===== config.mk =====
export PLATFORM = sky130hd
export DESIGN_NAME = texture_fetch
export DESIGN_NICKNAME = d
export VERILOG_FILES = /design/src/rtl/texture_fetch.sv
export SDC_FILE = /design/constraint.sdc
export NUM_CORES = 1
export LEC_CHECK = 0
export ABC_CLOCK_PERIOD_IN_PS = 4400
export CAP_MARGIN = 20
export CORE_UTILIZATION = 55
export DETAILED_ROUTE_END_ITERATION = 16
export PLACE_DENSITY = 0.94
export SYNTH_ARGS = -nofsm -noshare
export SYNTH_HDL_FRONTEND = slang
export SYNTH_SLANG_ARGS = --single-unit
export TNS_END_PERCENT = 100

===== constraint.sdc =====
create_clock -name i_clk -period 4.4 [get_ports i_clk]
set_input_delay 0.88 -clock i_clk [delete_from_list [all_inputs] [get_ports i_clk]]
set_output_delay 0.88 -clock i_clk [all_outputs]
set_load 0.02 [all_outputs]

===== src/rtl/texture_fetch.sv =====
// Texture fetch stage: (u,v) 8.8 to texel address, in-order reads from the
// 128x128 texture RAM, skid FIFO on the output, and arbitrated upload port.
module texture_fetch #(
  parameter int TAG_W      = 16,
  parameter bit WRAP       = 1'b1,
  parameter int FIFO_DEPTH = 4
) (
  input  logic             i_clk,
  input  logic             i_reset_n,
  input  logic             i_valid,
  output logic             o_ready,
  input  logic [15:0]      i_u,
  input  logic [15:0]      i_v,
  input  logic [TAG_W-1:0] i_tag,
  output logic             o_valid,
  input  logic             i_ready,
  output logic [7:0]       o_texel,
  output logic [TAG_W-1:0] o_tag,
  input  logic             i_wr_valid,
  output logic             o_wr_ready,
  input  logic [13:0]      i_wr_address,
  input  logic [7:0]       i_wr_data,
  output logic [13:0]      o_ram_address,
  output logic [7:0]       o_ram_data,
  output logic             o_ram_write_enable,
  input  logic [7:0]       i_ram_data
);

  localparam int AW = $clog2(FIFO_DEPTH);
  localparam int CW = AW + 1;

  logic             iss_valid;
  logic [13:0]      iss_addr;
  logic [TAG_W-1:0] iss_tag;
  logic             pend_valid;
  logic [TAG_W-1:0] pend_tag;

  logic [7:0]       fifo_texel [FIFO_DEPTH];
  logic [TAG_W-1:0] fifo_tag   [FIFO_DEPTH];
  logic [AW-1:0]    rd_ptr;
  logic [AW-1:0]    wr_ptr;
  logic [CW-1:0]    fifo_count;

  logic [13:0]      last_addr;
  logic [6:0]       tx;
  logic [6:0]       ty;
  logic [CW:0]      in_flight;
  logic             accept;
  logic             wr_gnt;
  logic             push;
  logic             pop;
  logic             unused_frac;

  assign unused_frac = ^{i_u[7:0], i_v[7:0]};

  // Clamp only saturates integer coords above 127; repeat keeps low 7 bits.
  assign tx = (WRAP || !i_u[15]) ? i_u[14:8] : 7'h7F;
  assign ty = (WRAP || !i_v[15]) ? i_v[14:8] : 7'h7F;

  assign in_flight = {1'b0, fifo_count}
                   + (CW+1)'(iss_valid)
                   + (CW+1)'(pend_valid);

  assign o_ready = ~i_wr_valid
                 & (in_flight < (CW+1)'(FIFO_DEPTH));
  assign accept  = i_valid & o_ready;

  // Gated by reset so an upload is aborted the moment reset asserts.
  assign wr_gnt     = i_wr_valid & ~iss_valid & i_reset_n;
  assign o_wr_ready = wr_gnt;

  assign o_valid = (fifo_count != '0);
  assign o_texel = fifo_texel[rd_ptr];
  assign o_tag   = fifo_tag[rd_ptr];
  assign push    = pend_valid;
  assign pop     = o_valid & i_ready;

  always_comb begin
    o_ram_address      = last_addr;
    o_ram_data         = '0;
    o_ram_write_enable = 1'b0;
    unique case (1'b1)
      iss_valid: o_ram_address = iss_addr;
      wr_gnt: begin
        o_ram_address      = i_wr_address;
        o_ram_data         = i_wr_data;
        o_ram_write_enable = 1'b1;
      end
      default: ;
    endcase
  end

  always_ff @(posedge i_clk or negedge i_reset_n) begin
    if (!i_reset_n) begin
      iss_valid  <= 1'b0;
      iss_addr   <= '0;
      iss_tag    <= '0;
      pend_valid <= 1'b0;
      pend_tag   <= '0;
      last_addr  <= '0;
    end else begin
      iss_valid  <= accept;
      pend_valid <= iss_valid;
      pend_tag   <= iss_tag;
      last_addr  <= o_ram_address;
      if (accept) begin
        iss_addr <= {ty, tx};
        iss_tag  <= i_tag;
      end
    end
  end

  always_ff @(posedge i_clk or negedge i_reset_n) begin
    if (!i_reset_n) begin
      rd_ptr     <= '0;
      wr_ptr     <= '0;
      fifo_count <= '0;
      for (int i = 0; i < FIFO_DEPTH; i++) begin
        fifo_texel[i] <= '0;
        fifo_tag[i]   <= '0;
      end
    end else begin
      if (push) begin
        fifo_texel[wr_ptr] <= i_ram_data;
        fifo_tag[wr_ptr]   <= pend_tag;
        wr_ptr             <= wr_ptr + 1'b1;
      end
      if (pop) rd_ptr <= rd_ptr + 1'b1;
      unique case ({push, pop})
        2'b10:   fifo_count <= fifo_count + 1'b1;
        2'b01:   fifo_count <= fifo_count - 1'b1;
        default: fifo_count <= fifo_count;
      endcase
    end
  end

endmodule


==> flow_metrics.py, run 1 <==
metrics = {
    "yosys": {
        "netlist_instances": 425,
        "synth_nets": 515,
        "mappedNetlistArea_um2": 6800,
        "avgSynthCellArea_um2": 16.0,
        "yosys_warnings": 0,
        "synth_area_leader_cell": "dfrtp_1",
        "synth-seq-area-share_pct": 60.8,
        "synthTopCellsByArea": "dfrtp_1 (61%), mux2_2 (21%), mux4_2 (8.0%)",
        "ys_ff_latch": 165,
        "synth_cell_type_count": 23,
        "yosysTopAreaCellShare_pct": 60.8,
    },
    "pwr": {
        "total_power_w": 0.00665,
        "p_leak_nw": 3.88,
        "p_per_area_nw_per_um2": 760,
        "irDropWorstVdd_mv": 0.425,
    },
    "clock_tree": {
        "path_clk_slew_ns": 0.06,
        "clock-sinks": 165,
        "cts_tree": "built",
        "holdBufCountCts": 0,
        "clock_latency_ns": 0.43,
        "cts-root-buf": "clkbuf_16",
        "htreeDepth": 4,
        "cts_buffers": 17,
        "cts_buffer_depth": 2,
        "post_cts_buffers": 0,
        "cts_resized": 0,
    },
    "drt": {
        "wl_per_cell_um": 18.8,
        "drc": 0,
        "vias_per_cell": 5.49,
        "vias": 3875,
        "first_iter_violations": 232,
        "wirelength_mm": 13.3,
        "ant_nets": 0,
        "drt_first_pass_iters": 6,
    },
    "timing": {
        "fmax_mhz": 268,
        "setup_tns_ns": 0,
        "rsz0062_at_grt": "false",
        "worst_pin_slew_ns": 0.902,
        "finalCritPeriodShare_pct": 84.7,
        "slew_viol_final": 0,
        "fin_skew_ns": 0.0116,
        "whs_ns": 0.369,
        "fin_crit_ns": 3.73,
        "hold_violations": 0,
        "slew_headroom_pct": 39.9,
        "setup_viol": 0,
    },
    "cells_and_area": {
        "mostFrequentLayoutCells": "dfrtp_1 (164), mux2_2 (126), clkdlybuf4s50_1 (113), mux4_2 (24), nand2_1 (21)",
        "diodes": 0,
        "drive_gt1_share_pct": 34.9,
        "fillerInstances": 756,
        "instances_no_fill": 706,
        "nNetsFinal": 636,
        "area_growth_pct": 28.7,
        "mostFrequentLayoutCell": "dfrtp_1",
    },
    "floorplan": {
        "dieArea_um2": 12800,
        "start_util_pct": 56.6,
        "die_y_um": 113,
        "row_count": 40,
        "die_x_um": 113,
        "ioPinCount": 133,
        "core_area_um2": 12000,
    },
    "critical_path": {
        "critPathCaptureType": "output port",
        "critPathMaxStageDelay_ns": 0.60,
        "path_max_fanout": 15,
        "cp.required_ns": 3.52,
        "crit_arrival_ns": 2.85,
        "crit_top_cell": "clkdlybuf4s50_1",
        "worstSetupPathType": "in -> out",
        "crit_slowest_cell": "clkdlybuf4s50_1",
        "critPathTopFamily": "buffers and inverters",
        "critPathLaunchType": "primary input",
        "crit_chain": "clkdlybuf4s50_1 > nand2_1 > buf_4 > nor2_1 > and2_1 > clkdlybuf4s50_1",
        "crit_buf_inv": 3,
    },
    "placement": {
        "io_buffers": 114,
        "dp_hpwl_mm": 8.57,
        "dp_cells": 672,
        "gp_congestion": 0.729,
    },
    "outcome": {
        "status": "finished clean",
    },
    "grt": {
        "first_global_vias": 4366,
        "grt_pass1_wl_mm": 21.9,
        "grt_max_degree": 85,
        "antenna_found_initial": 0,
        "grt_usage_pct": 22.9,
        "overflow": 0,
    },
    "min_path": {
        "min_path_type": "reg -> reg",
    },
    "job": {
        "cap_viol_max_count": 0,
    },
}
synthesized netlist by cell type:
| cell | instances |
|---|---|
| a2111o_1 | 1 |
| a211oi_1 | 1 |
| a21o_1 | 1 |
| and2_1 | 8 |
| buf_1 | 1 |
| buf_2 | 12 |
| buf_4 | 1 |
| buf_6 | 3 |
| clkbuf_1 | 6 |
| dfrtp_1 | 165 |
| fa_1 | 1 |
| ha_1 | 6 |
| inv_1 | 8 |
| mux2_2 | 126 |
| mux2i_1 | 15 |
| mux4_2 | 24 |
| nand2_1 | 21 |
| nor2_1 | 2 |
| o21ai_0 | 15 |
| o31a_1 | 1 |
| or3_1 | 1 |
| xnor2_1 | 2 |
| xor2_1 | 4 |
state kept, by name, indices dropped and copies added, names as in the netlist:
name / cells
fifo_count: 3
fifo_tag: 64
fifo_texel: 32
iss_addr: 14
iss_tag: 16
iss_valid: 1
last_addr: 14
pend_tag: 16
pend_valid: 1
rd_ptr: 2
wr_ptr: 2
area by class of cell:
class | instances | area, um^2 | area share, %
well taps | 147 | 184 | 2.10
clock buffers | 21 | 480 | 5.49
clock inverters | 11 | 146 | 1.67
multi-input cells | 229 | 2510 | 28.7
inverters | 8 | 30.0 | 0.343
repair buffers | 125 | 1260 | 14.5
flip-flops and latches | 165 | 4130 | 47.2
worst register-to-register path, stage by stage (launching register included):
cell	delay (ns)
dfrtp_1	0.87
a21o_1	0.23
a2111o_1	0.46
buf_4	0.39
mux2_2	0.39
cell families (layout without fill, tap and decap cells):
logic type	after synthesis	after routing	share of synthesized area, %
muxes	165	165	31.0
buffers and inverters	31	165	2.32
AOI/OAI and AO/OA	19	19	1.62
adders and majority gates	7	7	1.40
and+or+nand+nor	32	32	2.10
DFF	165	165	60.8
xor gates and xnor gates	6	6	0.773
metal layers:
metal | global-route usage (%) | part of all wire, %
met1 | 27.8 | 42
met2 | 39.5 | 53
met3 | 5.57 | 3.6
met4 | 9.47 | 2.1
met5 | 0 | 0
power by group:
part / total (W) / internal, W / leakage, nW / switching [W]
logic: 0.00236 / 0.00139 / 1.57 / 0.000963
registers: 0.00275 / 0.00224 / 2.00 / 0.000509
clock network: 0.00154 / 0.000953 / 0.305 / 0.000584
total: 0.00665 / 0.00459 / 3.88 / 0.00206
path summary, 6_finish.rpt:
kind / to / depth (start not counted) / startpoint / slack [ns]
setup reg to reg: iss_addr[5] / 4 / iss_valid / 1.95
hold reg to reg: pend_tag[6] / 0 / iss_tag[6] / 0.37
max in group asynchronous: iss_tag[9] / 5 / i_reset_n / 2.63
setup / recovery: o_ram_data[4] / 6 / i_wr_valid / 0.67
hold / removal: pend_tag[6] / 0 / iss_tag[6] / 0.37
min in group asynchronous: fifo_count[1] / 2 / i_reset_n / 0.47
through the flow:
stage / cell area [um^2] / util, % / setup slack (ns)
2_1_floorplan: 6800 / - / 1.53
3_3_place_gp: 8060 / 67.1 / 0.765
3_5_place_dp: 8060 / 67.1 / 0.661
4_1_cts: 8690 / 72.4 / 0.658
5_1_grt: 8750 / 72.8 / 0.506
6_report: 8750 / 72.8 / 0.672
(Power assumes the default switching activity.)
==> run 2: changes to the inputs <==
- ABC_CLOCK_PERIOD_IN_PS: 4400 -> 3700
- CORE_UTILIZATION: 55 -> 52
- PLACE_DENSITY: 0.94 -> 0.9
- clock period: 4.4 -> 3.7 ns (I/O delays scaled with it)
==> run 2 against run 1 <==
Final cell count up 3.4%. Sequential share of layout area about the same. First-iteration DRC count down 24%. Critical path depth unchanged. Sequential power up 17%.
==> flow_metrics.py, run 2 (synthesized netlist as in run 1, its figures left out) <==
metrics = {
    "clock_tree": {
        "post_cts_buffers": 0,
        "htreeDepth": 4,
        "holdBufCountCts": 0,
        "clock_latency_ns": 0.41,
        "cts-root-buf": "clkbuf_16",
        "cts_buffer_depth": 2,
        "cts_buffers": 17,
        "clock-sinks": 165,
        "path_clk_slew_ns": 0.06,
        "cts_resized": 0,
        "cts_tree": "built",
    },
    "job": {
        "cap_viol_max_count": 0,
    },
    "floorplan": {
        "start_util_pct": 53.6,
        "row_count": 41,
        "die_x_um": 116,
        "ioPinCount": 133,
        "core_area_um2": 12700,
        "die_y_um": 116,
        "dieArea_um2": 13500,
    },
    "timing": {
        "worst_pin_slew_ns": 0.889,
        "hold_violations": 0,
        "fin_skew_ns": 0.0101,
        "finalCritPeriodShare_pct": 93.2,
        "fin_crit_ns": 3.45,
        "slew_viol_final": 0,
        "slew_headroom_pct": 40.7,
        "fmax_mhz": 290,
        "fin_ws_ns": 0.250,
        "whs_ns": 0.368,
        "setup_tns_ns": 0,
        "setup_viol": 0,
        "rsz0062_at_grt": "false",
    },
    "cells_and_area": {
        "fin_util_pct": 69.0,
        "mostFrequentLayoutCells": "dfrtp_1 (164), mux2_2 (126), clkdlybuf4s50_1 (113), mux4_2 (24), nand2_1 (21)",
        "regMostFlops": "fifo_tag",
        "fillerInstances": 874,
        "instances_no_fill": 730,
        "drive_gt1_share_pct": 34.4,
        "diodes": 0,
        "area_growth_pct": 28.7,
        "reg.largest.list": "fifo_tag x64, fifo_texel x32",
        "mostFrequentLayoutCell": "dfrtp_1",
        "largest_reg_flops": 64,
        "nNetsFinal": 635,
    },
    "pwr": {
        "pwr-share-clk_pct": 22.9,
        "irDropWorstVdd_mv": 0.564,
        "seqPwrFrac_pct": 40.8,
        "p_leak_nw": 3.85,
        "p_per_area_nw_per_um2": 903,
        "p_int_w": 0.00547,
        "p_sw_share_pct": 30.8,
        "p_comb_share_pct": 36.3,
        "p_sw_w": 0.00243,
    },
    "drt": {
        "ant_nets": 0,
        "drt_first_pass_iters": 4,
        "drc": 0,
        "wirelength_mm": 13.5,
        "wl_per_cell_um": 18.5,
        "vias_per_cell": 5.36,
        "vias": 3911,
        "first_iter_violations": 177,
    },
    "critical_path": {
        "critPathCaptureType": "output port",
        "cp.required_ns": 2.96,
        "critPathLaunchType": "primary input",
        "crit_arrival_ns": 2.71,
        "worstSetupPathType": "in -> out",
        "path_max_fanout": 15,
    },
    "placement": {
        "dp_cells": 698,
        "dp_slack_ns": 0.245,
        "dp_hpwl_mm": 8.39,
        "gp_congestion": 0.749,
        "io_buffers": 114,
    },
    "min_path": {
        "min_path_type": "reg -> reg",
    },
    "grt": {
        "antenna_found_initial": 0,
        "grt_pass1_wl_mm": 22.1,
        "grt_max_degree": 166,
        "overflow": 0,
        "grt_usage_pct": 22.1,
        "first_global_vias": 4479,
    },
    "outcome": {
        "status": "finished clean",
    },
}
==> run 2: layout make-up <==
type	count	area [um^2]	area share, %
flip-flops and latches	165	4130	47.2
multi-input cells	229	2510	28.7
repair buffers	124	1240	14.2
clock buffers	22	474	5.42
well taps	172	215	2.46
clock inverters	10	146	1.67
inverters	8	30.0	0.343
==> run 2: critical path, cell delays in order <==
cell and delay, ns:
clkdlybuf4s50_1 0.50, nand2_1 0.07, buf_4 0.22, nor2_1 0.37
and2_1 0.20, clkdlybuf4s50_1 0.60
==> run 2: power by group through the flow <==
stage,Sequential [W],Clock (W),Combinational [W]
floorplan,0.00299,0,0.00195
global placement,0.00316,0,0.00278
detailed placement,0.00325,0,0.00288
CTS,0.00324,0.00184,0.00292
global route,0.00335,0.00192,0.00308
finish,0.00322,0.00181,0.00287
==> run 2: metrics by stage <==
step / area, um^2 / total power (W)
final: 8750 / 0.00790
after global routing: 8750 / 0.00834
after CTS: 8750 / 0.00799
after detailed placement: 8130 / 0.00613
after global placement: 8130 / 0.00594
after floorplan: 6800 / 0.00494
==> run 2: final timing paths <==
check	from	to	slack, ns	cells after the start
max	i_wr_valid	o_ram_data[4]	0.25	6
max reg2reg	iss_valid	iss_addr[4]	1.28	4
min in group asynchronous	i_reset_n	fifo_texel[12]	0.47	2
min	iss_tag[13]	pend_tag[13]	0.37	0
min reg2reg	iss_tag[13]	pend_tag[13]	0.37	0
max in group asynchronous	i_reset_n	last_addr[1]	2.54	2
==> run 2: per-layer routing <==
layer / wire, um / part of all wire (%) / GRT usage (%) / vias to the layer above
met5: 0 / 0 / 0 / -
met4: 102 / 0.76 / 5.38 / 0
li1: - / - / - / 1759
met3: 793 / 5.9 / 6.80 / 7
met1: 5500 / 41 / 26.7 / 2031
met2: 7090 / 53 / 38.6 / 114
==> run 3: changes to the inputs <==
- SLEW_MARGIN: unset -> 20
==> results of run 3 <==
No change in the layout: final DEF, timing and power equal those of run 2.
